==> config.mk <==
export PLATFORM = sky130hd
export DESIGN_NAME = ctrl_pipeline
export DESIGN_NICKNAME = d
export VERILOG_FILES = /design/src/rtl/ctrl_pipeline_pkg.sv /design/src/rtl/ctrl_hazard_unit.sv /design/src/rtl/ctrl_pipeline.sv
export SDC_FILE = /design/constraint.sdc
export NUM_CORES = 1
export LEC_CHECK = 0
export ABC_CLOCK_PERIOD_IN_PS = 2300
export CAP_MARGIN = 20
export CORE_ASPECT_RATIO = 1.1
export CORE_MARGIN = 2
export CORE_UTILIZATION = 46
export CTS_CLUSTER_SIZE = 40
export DETAILED_ROUTE_END_ITERATION = 10
export PLACE_DENSITY_LB_ADDON = 0.12
export SKIP_CTS_REPAIR_TIMING = 1
export SLEW_MARGIN = 20
export SYNTH_ARGS = -nofsm -noshare
export SYNTH_HDL_FRONTEND = slang
export SYNTH_SLANG_ARGS = --single-unit
==> constraint.sdc <==
create_clock -name clk_i -period 2.3 [get_ports clk_i]
set_input_delay 0.46 -clock clk_i [delete_from_list [all_inputs] [get_ports clk_i]]
set_output_delay 0.46 -clock clk_i [all_outputs]
set_load 0.01 [all_outputs]
==> src/rtl/ctrl_pipeline_pkg.sv <==
// Shared decode/pipeline constants, per-stage control bundles and the bubble value.
package ctrl_pipeline_pkg;

  localparam logic [1:0] ALUOP_LDST   = 2'b00;
  localparam logic [1:0] ALUOP_BRANCH = 2'b01;
  localparam logic [1:0] ALUOP_RTYPE  = 2'b10;
  localparam logic [1:0] ALUOP_ITYPE  = 2'b11;

  localparam logic [1:0] FWD_REG = 2'b00;
  localparam logic [1:0] FWD_WB  = 2'b01;
  localparam logic [1:0] FWD_MEM = 2'b10;

  // Each stage bundle nests the one consumed by the next stage, so advancing is a field select.
  typedef struct packed {
    logic reg_write;
    logic mem_to_reg;
  } wb_ctrl_t;

  typedef struct packed {
    wb_ctrl_t wb;
    logic     mem_read;
    logic     mem_write;
  } mem_ctrl_t;

  typedef struct packed {
    logic      alu_src;
    mem_ctrl_t m;
  } ex_ctrl_t;

  localparam ex_ctrl_t EX_CTRL_BUBBLE = '0;

  function automatic logic [1:0] fwd_sel(input logic mem_hit, input logic wb_hit);
    if (mem_hit)     return FWD_MEM;
    else if (wb_hit) return FWD_WB;
    else             return FWD_REG;
  endfunction

endpackage

==> src/rtl/ctrl_hazard_unit.sv <==
// Load-use stall, ID-stage branch flush and EX operand forwarding select.
// Purely combinational; no state.
module ctrl_hazard_unit #(
  parameter int REG_ADDR_W = 5
) (
  input  logic                  i_ex_mem_read,
  input  logic [REG_ADDR_W-1:0] i_ex_rd,
  input  logic [REG_ADDR_W-1:0] i_ex_rs1,
  input  logic [REG_ADDR_W-1:0] i_ex_rs2,
  input  logic                  i_mem_reg_write,
  input  logic [REG_ADDR_W-1:0] i_mem_rd,
  input  logic                  i_wb_reg_write,
  input  logic [REG_ADDR_W-1:0] i_wb_rd,
  input  logic [REG_ADDR_W-1:0] i_id_rs1,
  input  logic [REG_ADDR_W-1:0] i_id_rs2,
  input  logic                  i_branch,
  input  logic                  i_branch_eq,
  output logic                  o_stall,
  output logic                  o_flush,
  output logic [1:0]            o_fwd_a,
  output logic [1:0]            o_fwd_b
);
  import ctrl_pipeline_pkg::*;

  logic w_load_use;
  logic w_mem_src;
  logic w_wb_src;

  // rs2 is compared even for opcodes that ignore it: a spurious stall costs one cycle, a missed one corrupts data.
  assign w_load_use = i_ex_mem_read && (i_ex_rd != '0) &&
                      ((i_ex_rd == i_id_rs1) || (i_ex_rd == i_id_rs2));

  assign o_stall = w_load_use;
  assign o_flush = i_branch & i_branch_eq & ~w_load_use;

  assign w_mem_src = i_mem_reg_write && (i_mem_rd != '0);
  assign w_wb_src  = i_wb_reg_write  && (i_wb_rd  != '0);

  assign o_fwd_a = fwd_sel(w_mem_src && (i_mem_rd == i_ex_rs1), w_wb_src && (i_wb_rd == i_ex_rs1));
  assign o_fwd_b = fwd_sel(w_mem_src && (i_mem_rd == i_ex_rs2), w_wb_src && (i_wb_rd == i_ex_rs2));

endmodule

==> src/rtl/ctrl_pipeline.sv <==
// Carries the decode control bundle through ID/EX, EX/MEM and MEM/WB; EX outputs +1, MEM +2, WB +3 cycles.
// No backpressure beyond the load-use stall, which inserts one bubble into ID/EX while IF/ID and PC hold.
module ctrl_pipeline #(
  parameter int REG_ADDR_W = 5,
  parameter int ALUOP_W    = 2
) (
  input  logic                  clk_i,
  input  logic                  rst_i,
  input  logic                  Branch_i,
  input  logic                  MemRead_i,
  input  logic                  MemtoReg_i,
  input  logic [ALUOP_W-1:0]    ALUOp_i,
  input  logic                  MemWrite_i,
  input  logic                  ALUSrc_i,
  input  logic                  RegWrite_i,
  input  logic [REG_ADDR_W-1:0] RS1addr_i,
  input  logic [REG_ADDR_W-1:0] RS2addr_i,
  input  logic [REG_ADDR_W-1:0] RDaddr_i,
  input  logic                  BranchEq_i,
  output logic [ALUOP_W-1:0]    ALUOp_EX_o,
  output logic                  ALUSrc_EX_o,
  output logic [1:0]            ForwardA_o,
  output logic [1:0]            ForwardB_o,
  output logic                  MemRead_MEM_o,
  output logic                  MemWrite_MEM_o,
  output logic [REG_ADDR_W-1:0] RDaddr_MEM_o,
  output logic                  RegWrite_WB_o,
  output logic                  MemtoReg_WB_o,
  output logic [REG_ADDR_W-1:0] RDaddr_WB_o,
  output logic                  Stall_o,
  output logic                  PCWrite_o,
  output logic                  Flush_o
);
  import ctrl_pipeline_pkg::*;

  ex_ctrl_t              w_id_ctrl;
  logic                  w_stall;

  ex_ctrl_t              r_idex_ctrl;
  logic [ALUOP_W-1:0]    r_idex_aluop;
  logic [REG_ADDR_W-1:0] r_idex_rs1;
  logic [REG_ADDR_W-1:0] r_idex_rs2;
  logic [REG_ADDR_W-1:0] r_idex_rd;
  mem_ctrl_t             r_exmem_ctrl;
  logic [REG_ADDR_W-1:0] r_exmem_rd;
  wb_ctrl_t              r_memwb_ctrl;
  logic [REG_ADDR_W-1:0] r_memwb_rd;

  always_comb begin
    w_id_ctrl              = EX_CTRL_BUBBLE;
    w_id_ctrl.alu_src      = ALUSrc_i;
    w_id_ctrl.m.mem_read   = MemRead_i;
    w_id_ctrl.m.mem_write  = MemWrite_i;
    w_id_ctrl.m.wb.reg_write  = RegWrite_i;
    w_id_ctrl.m.wb.mem_to_reg = MemtoReg_i;
  end

  always_ff @(posedge clk_i) begin
    if (rst_i) begin
      r_idex_ctrl  <= EX_CTRL_BUBBLE;
      r_idex_aluop <= '0;
      r_idex_rs1   <= '0;
      r_idex_rs2   <= '0;
      r_idex_rd    <= '0;
      r_exmem_ctrl <= '0;
      r_exmem_rd   <= '0;
      r_memwb_ctrl <= '0;
      r_memwb_rd   <= '0;
    end else begin
      if (w_stall) begin
        r_idex_ctrl  <= EX_CTRL_BUBBLE;
        r_idex_aluop <= '0;
        r_idex_rs1   <= '0;
        r_idex_rs2   <= '0;
        r_idex_rd    <= '0;
      end else begin
        r_idex_ctrl  <= w_id_ctrl;
        r_idex_aluop <= ALUOp_i;
        r_idex_rs1   <= RS1addr_i;
        r_idex_rs2   <= RS2addr_i;
        r_idex_rd    <= RDaddr_i;
      end
      r_exmem_ctrl <= r_idex_ctrl.m;
      r_exmem_rd   <= r_idex_rd;
      r_memwb_ctrl <= r_exmem_ctrl.wb;
      r_memwb_rd   <= r_exmem_rd;
    end
  end

  ctrl_hazard_unit #(
    .REG_ADDR_W (REG_ADDR_W)
  ) u_hazard (
    .i_ex_mem_read   (r_idex_ctrl.m.mem_read),
    .i_ex_rd         (r_idex_rd),
    .i_ex_rs1        (r_idex_rs1),
    .i_ex_rs2        (r_idex_rs2),
    .i_mem_reg_write (r_exmem_ctrl.wb.reg_write),
    .i_mem_rd        (r_exmem_rd),
    .i_wb_reg_write  (r_memwb_ctrl.reg_write),
    .i_wb_rd         (r_memwb_rd),
    .i_id_rs1        (RS1addr_i),
    .i_id_rs2        (RS2addr_i),
    .i_branch        (Branch_i),
    .i_branch_eq     (BranchEq_i),
    .o_stall         (w_stall),
    .o_flush         (Flush_o),
    .o_fwd_a         (ForwardA_o),
    .o_fwd_b         (ForwardB_o)
  );

  assign ALUOp_EX_o     = r_idex_aluop;
  assign ALUSrc_EX_o    = r_idex_ctrl.alu_src;
  assign MemRead_MEM_o  = r_exmem_ctrl.mem_read;
  assign MemWrite_MEM_o = r_exmem_ctrl.mem_write;
  assign RDaddr_MEM_o   = r_exmem_rd;
  assign RegWrite_WB_o  = r_memwb_ctrl.reg_write;
  assign MemtoReg_WB_o  = r_memwb_ctrl.mem_to_reg;
  assign RDaddr_WB_o    = r_memwb_rd;
  assign Stall_o        = w_stall;
  assign PCWrite_o      = ~w_stall;

endmodule
==> out/qor.csv <==
metric,value,unit
Root Driver,clkbuf_4,
setup TNS,-0.0845,ns
worst r2r dst,r_idex_ctrl[3],
RSZ-0062 raised after global routing,yes,
highest fanout seen on the critical path,2,
register area share after synthesis,46.1,%
CP required,1.84,ns
Via density,4.67,
worst-margin pin slew,0.434,ns
failing checks,negative setup slack,
Post-Syn Area,1650,µm²
clock sink count,38,
FILL cells,252,
CP max stage delay,0.54,ns
Cell Rows,22,
flip-flop and latch count after synthesis,38,
clk buf depth,2,
"commonest non-fill, non-tap cells in the layout","35 x clkdlybuf4s50_1, 34 x dfxtp_1, 25 x buf_4",
Max Fclk,426,MHz
RePlAce Congestion,0.827,
LEAKAGE,0.00115,µW
iteration-0 DRC count of the detailed router,15,
worst hold path type,input pin to flop,
Ports,50,
type of origin of the critical path,flop,
first-pass GRT wire length,5560,µm
htree depth,2,
mean post-synth cell area,10.4,µm²
Post-DRT Antenna Nets,0,
Worst EP arrival,1.89,ns
initial core utilization,48.8,%
crit path max-delay cell type,or4_4,
Reg-to-Reg Start,r_idex_rd[0],
Routed WL,3580,µm
Slew HR,71.0,%
r2r worst-path depth,5,
largest net degree at the start of global routing,29,
GRT Total Usage,19.0,%
core area,3390,µm²
1st-pass router iterations,4,
die area,4090,µm²
"Clk pin slew, worst setup/hold paths",0.12,ns
PD cells,600,nW/µm²
R2R Setup Slk,0.59,ns
hold endpoint,r_idex_rs2[4],
max_cap viols,0,
Cells after Synth,159,
crit share post-route,102,%
Ys Warns,0,
DR DRC count,0,
Vias,1321,
"Distinct cells, synth",20,
clk_skew,0.00505,ns
min cycle time layout,2.35,ns
chip height,66.8,µm
IO Port Bufs,49,
Crit. End Element,output port,
nets,260,
number of global-route vias before repair,1321,
CP cell instances,"or4_4, o21ai_4, buf_4, nor4_4, nor4_2, buf_2",
critical path type,flop to output port,
hold path start,RS2addr_i[4],
status,"finished, violations left",
initial antenna violation count,0,
Final Max Slew Viols,0,
GRT overflow,0,
slack of the critical path,-0.0460,ns
"commonest non-fill, non-tap cell in the layout",clkdlybuf4s50_1,
share of cells above drive strength 1,30.2,%
WL per Instance,12.6,µm
syn_nets,185,
# diodes,0,
worst vdd ir,522,µV
CTS tree,yes,
hold_ws,0.421,ns
clk_lat worst skew,0.34,ns
width of the die,61.1,µm
final hold viol count,0,
Syn-to-layout area delta,55.5,%
clock buffer count from CTS,5,
placed wire-length estimate,2710,µm
Worst Hold Path Cells,3,
# setup viols final,2,
critical path, delay by kind of cell (launching register included):
kind                   cells  cell delay [ns]
and+or+nand+nor            3             0.70
DFF                        1             0.34
buffers and inverters      2             0.32
AOI/OAI and AO/OA          1             0.19
worst max path at each step:
| stage | from | to | slack, ns | depth (start not counted) |
|---|---|---|---|---|
| CTS | RDaddr_MEM_o[4] | ForwardA_o[0] | -0.48 | 5 |
| floorplan | RDaddr_MEM_o[4] | ForwardA_o[0] | 0.33 | 4 |
| detailed placement | RS2addr_i[0] | PCWrite_o | -0.36 | 7 |
| finish | RDaddr_MEM_o[4] | ForwardA_o[0] | -0.05 | 6 |
| global route | RDaddr_MEM_o[4] | ForwardB_o[0] | -0.16 | 5 |
| global placement | RS2addr_i[4] | PCWrite_o | -0.31 | 7 |
final cells by class:
class                      instances  area (µm²)  area share (%)
tap                               48        60.1            2.34
clock inverter                     3        68.8            2.68
clock buffer                       5        37.5            1.46
multi-input combinational        113         905            35.2
timing repair buffer              76         729            28.4
sequential                        38         768            29.9
cells in the mapped netlist, drive strengths merged:
master | instances | area share [%]
or4 | 5 | 2.3
o21a | 1 | 0.91
buf | 4 | 2.3
dfxtp | 38 | 46
xor2 | 14 | 7.4
nand3 | 4 | 1.2
nand2b | 22 | 8.3
xnor2 | 16 | 8.5
o21ai | 2 | 0.83
nor2b | 16 | 6.1
o22ai | 1 | 0.38
nor4 | 4 | 2.3
nand2 | 4 | 0.91
clkbuf | 4 | 0.91
a21oi | 23 | 11
and2 | 1 | 0.38
kinds of logic after synthesis:
family                    share of synthesized area, %
AOI/OAI and AO/OA                                 13.4
xor gates and xnor gates                          15.9
buffers and inverters                             3.18
DFF                                               46.1
and+or+nand+nor                                   21.4
power breakdown:
part           leakage (µW)  switching [µW]  internal, µW  total, µW
Clock             0.0000554             222           340        562
Sequential         0.000316            22.0           689        711
Combinational      0.000774             116           152        267
through the flow:
step | setup WS (ns) | total power [µW] | util, % | area, µm² | std cells
6_report | -0.0460 | 1540 | 75.9 | 2570 | 283
5_1_grt | -0.164 | 1610 | 75.9 | 2570 | 283
4_1_cts | -0.482 | 1530 | 71.6 | 2420 | 276
3_5_place_dp | -0.358 | 971 | 68.5 | 2320 | 268
3_3_place_gp | -0.313 | 963 | 68.5 | 2320 | 268
2_1_floorplan | 0.328 | 853 | - | 1650 | 159
state kept, by name (all words and copies together), names as in the netlist:
name	flops
r_idex_ctrl	4
MemRead_MEM_o	1
MemWrite_MEM_o	1
r_idex_rs1	5
MemtoReg_WB_o	1
ALUOp_EX_o	2
r_idex_rd	5
RDaddr_WB_o	5
ALUSrc_EX_o	1
r_exmem_ctrl	2
r_idex_rs2	5
RegWrite_WB_o	1
RDaddr_MEM_o	5
metal layers:
layer  wire (µm)  vias to the layer above  track usage [%]
li1            -                      673                -
met1        1360                      587             20.3
met2        1900                       50             32.7
met3         202                       11             4.08
met4         119                        0             12.5
met5           0                        -                0
Power figures use the tool's default switching activity.
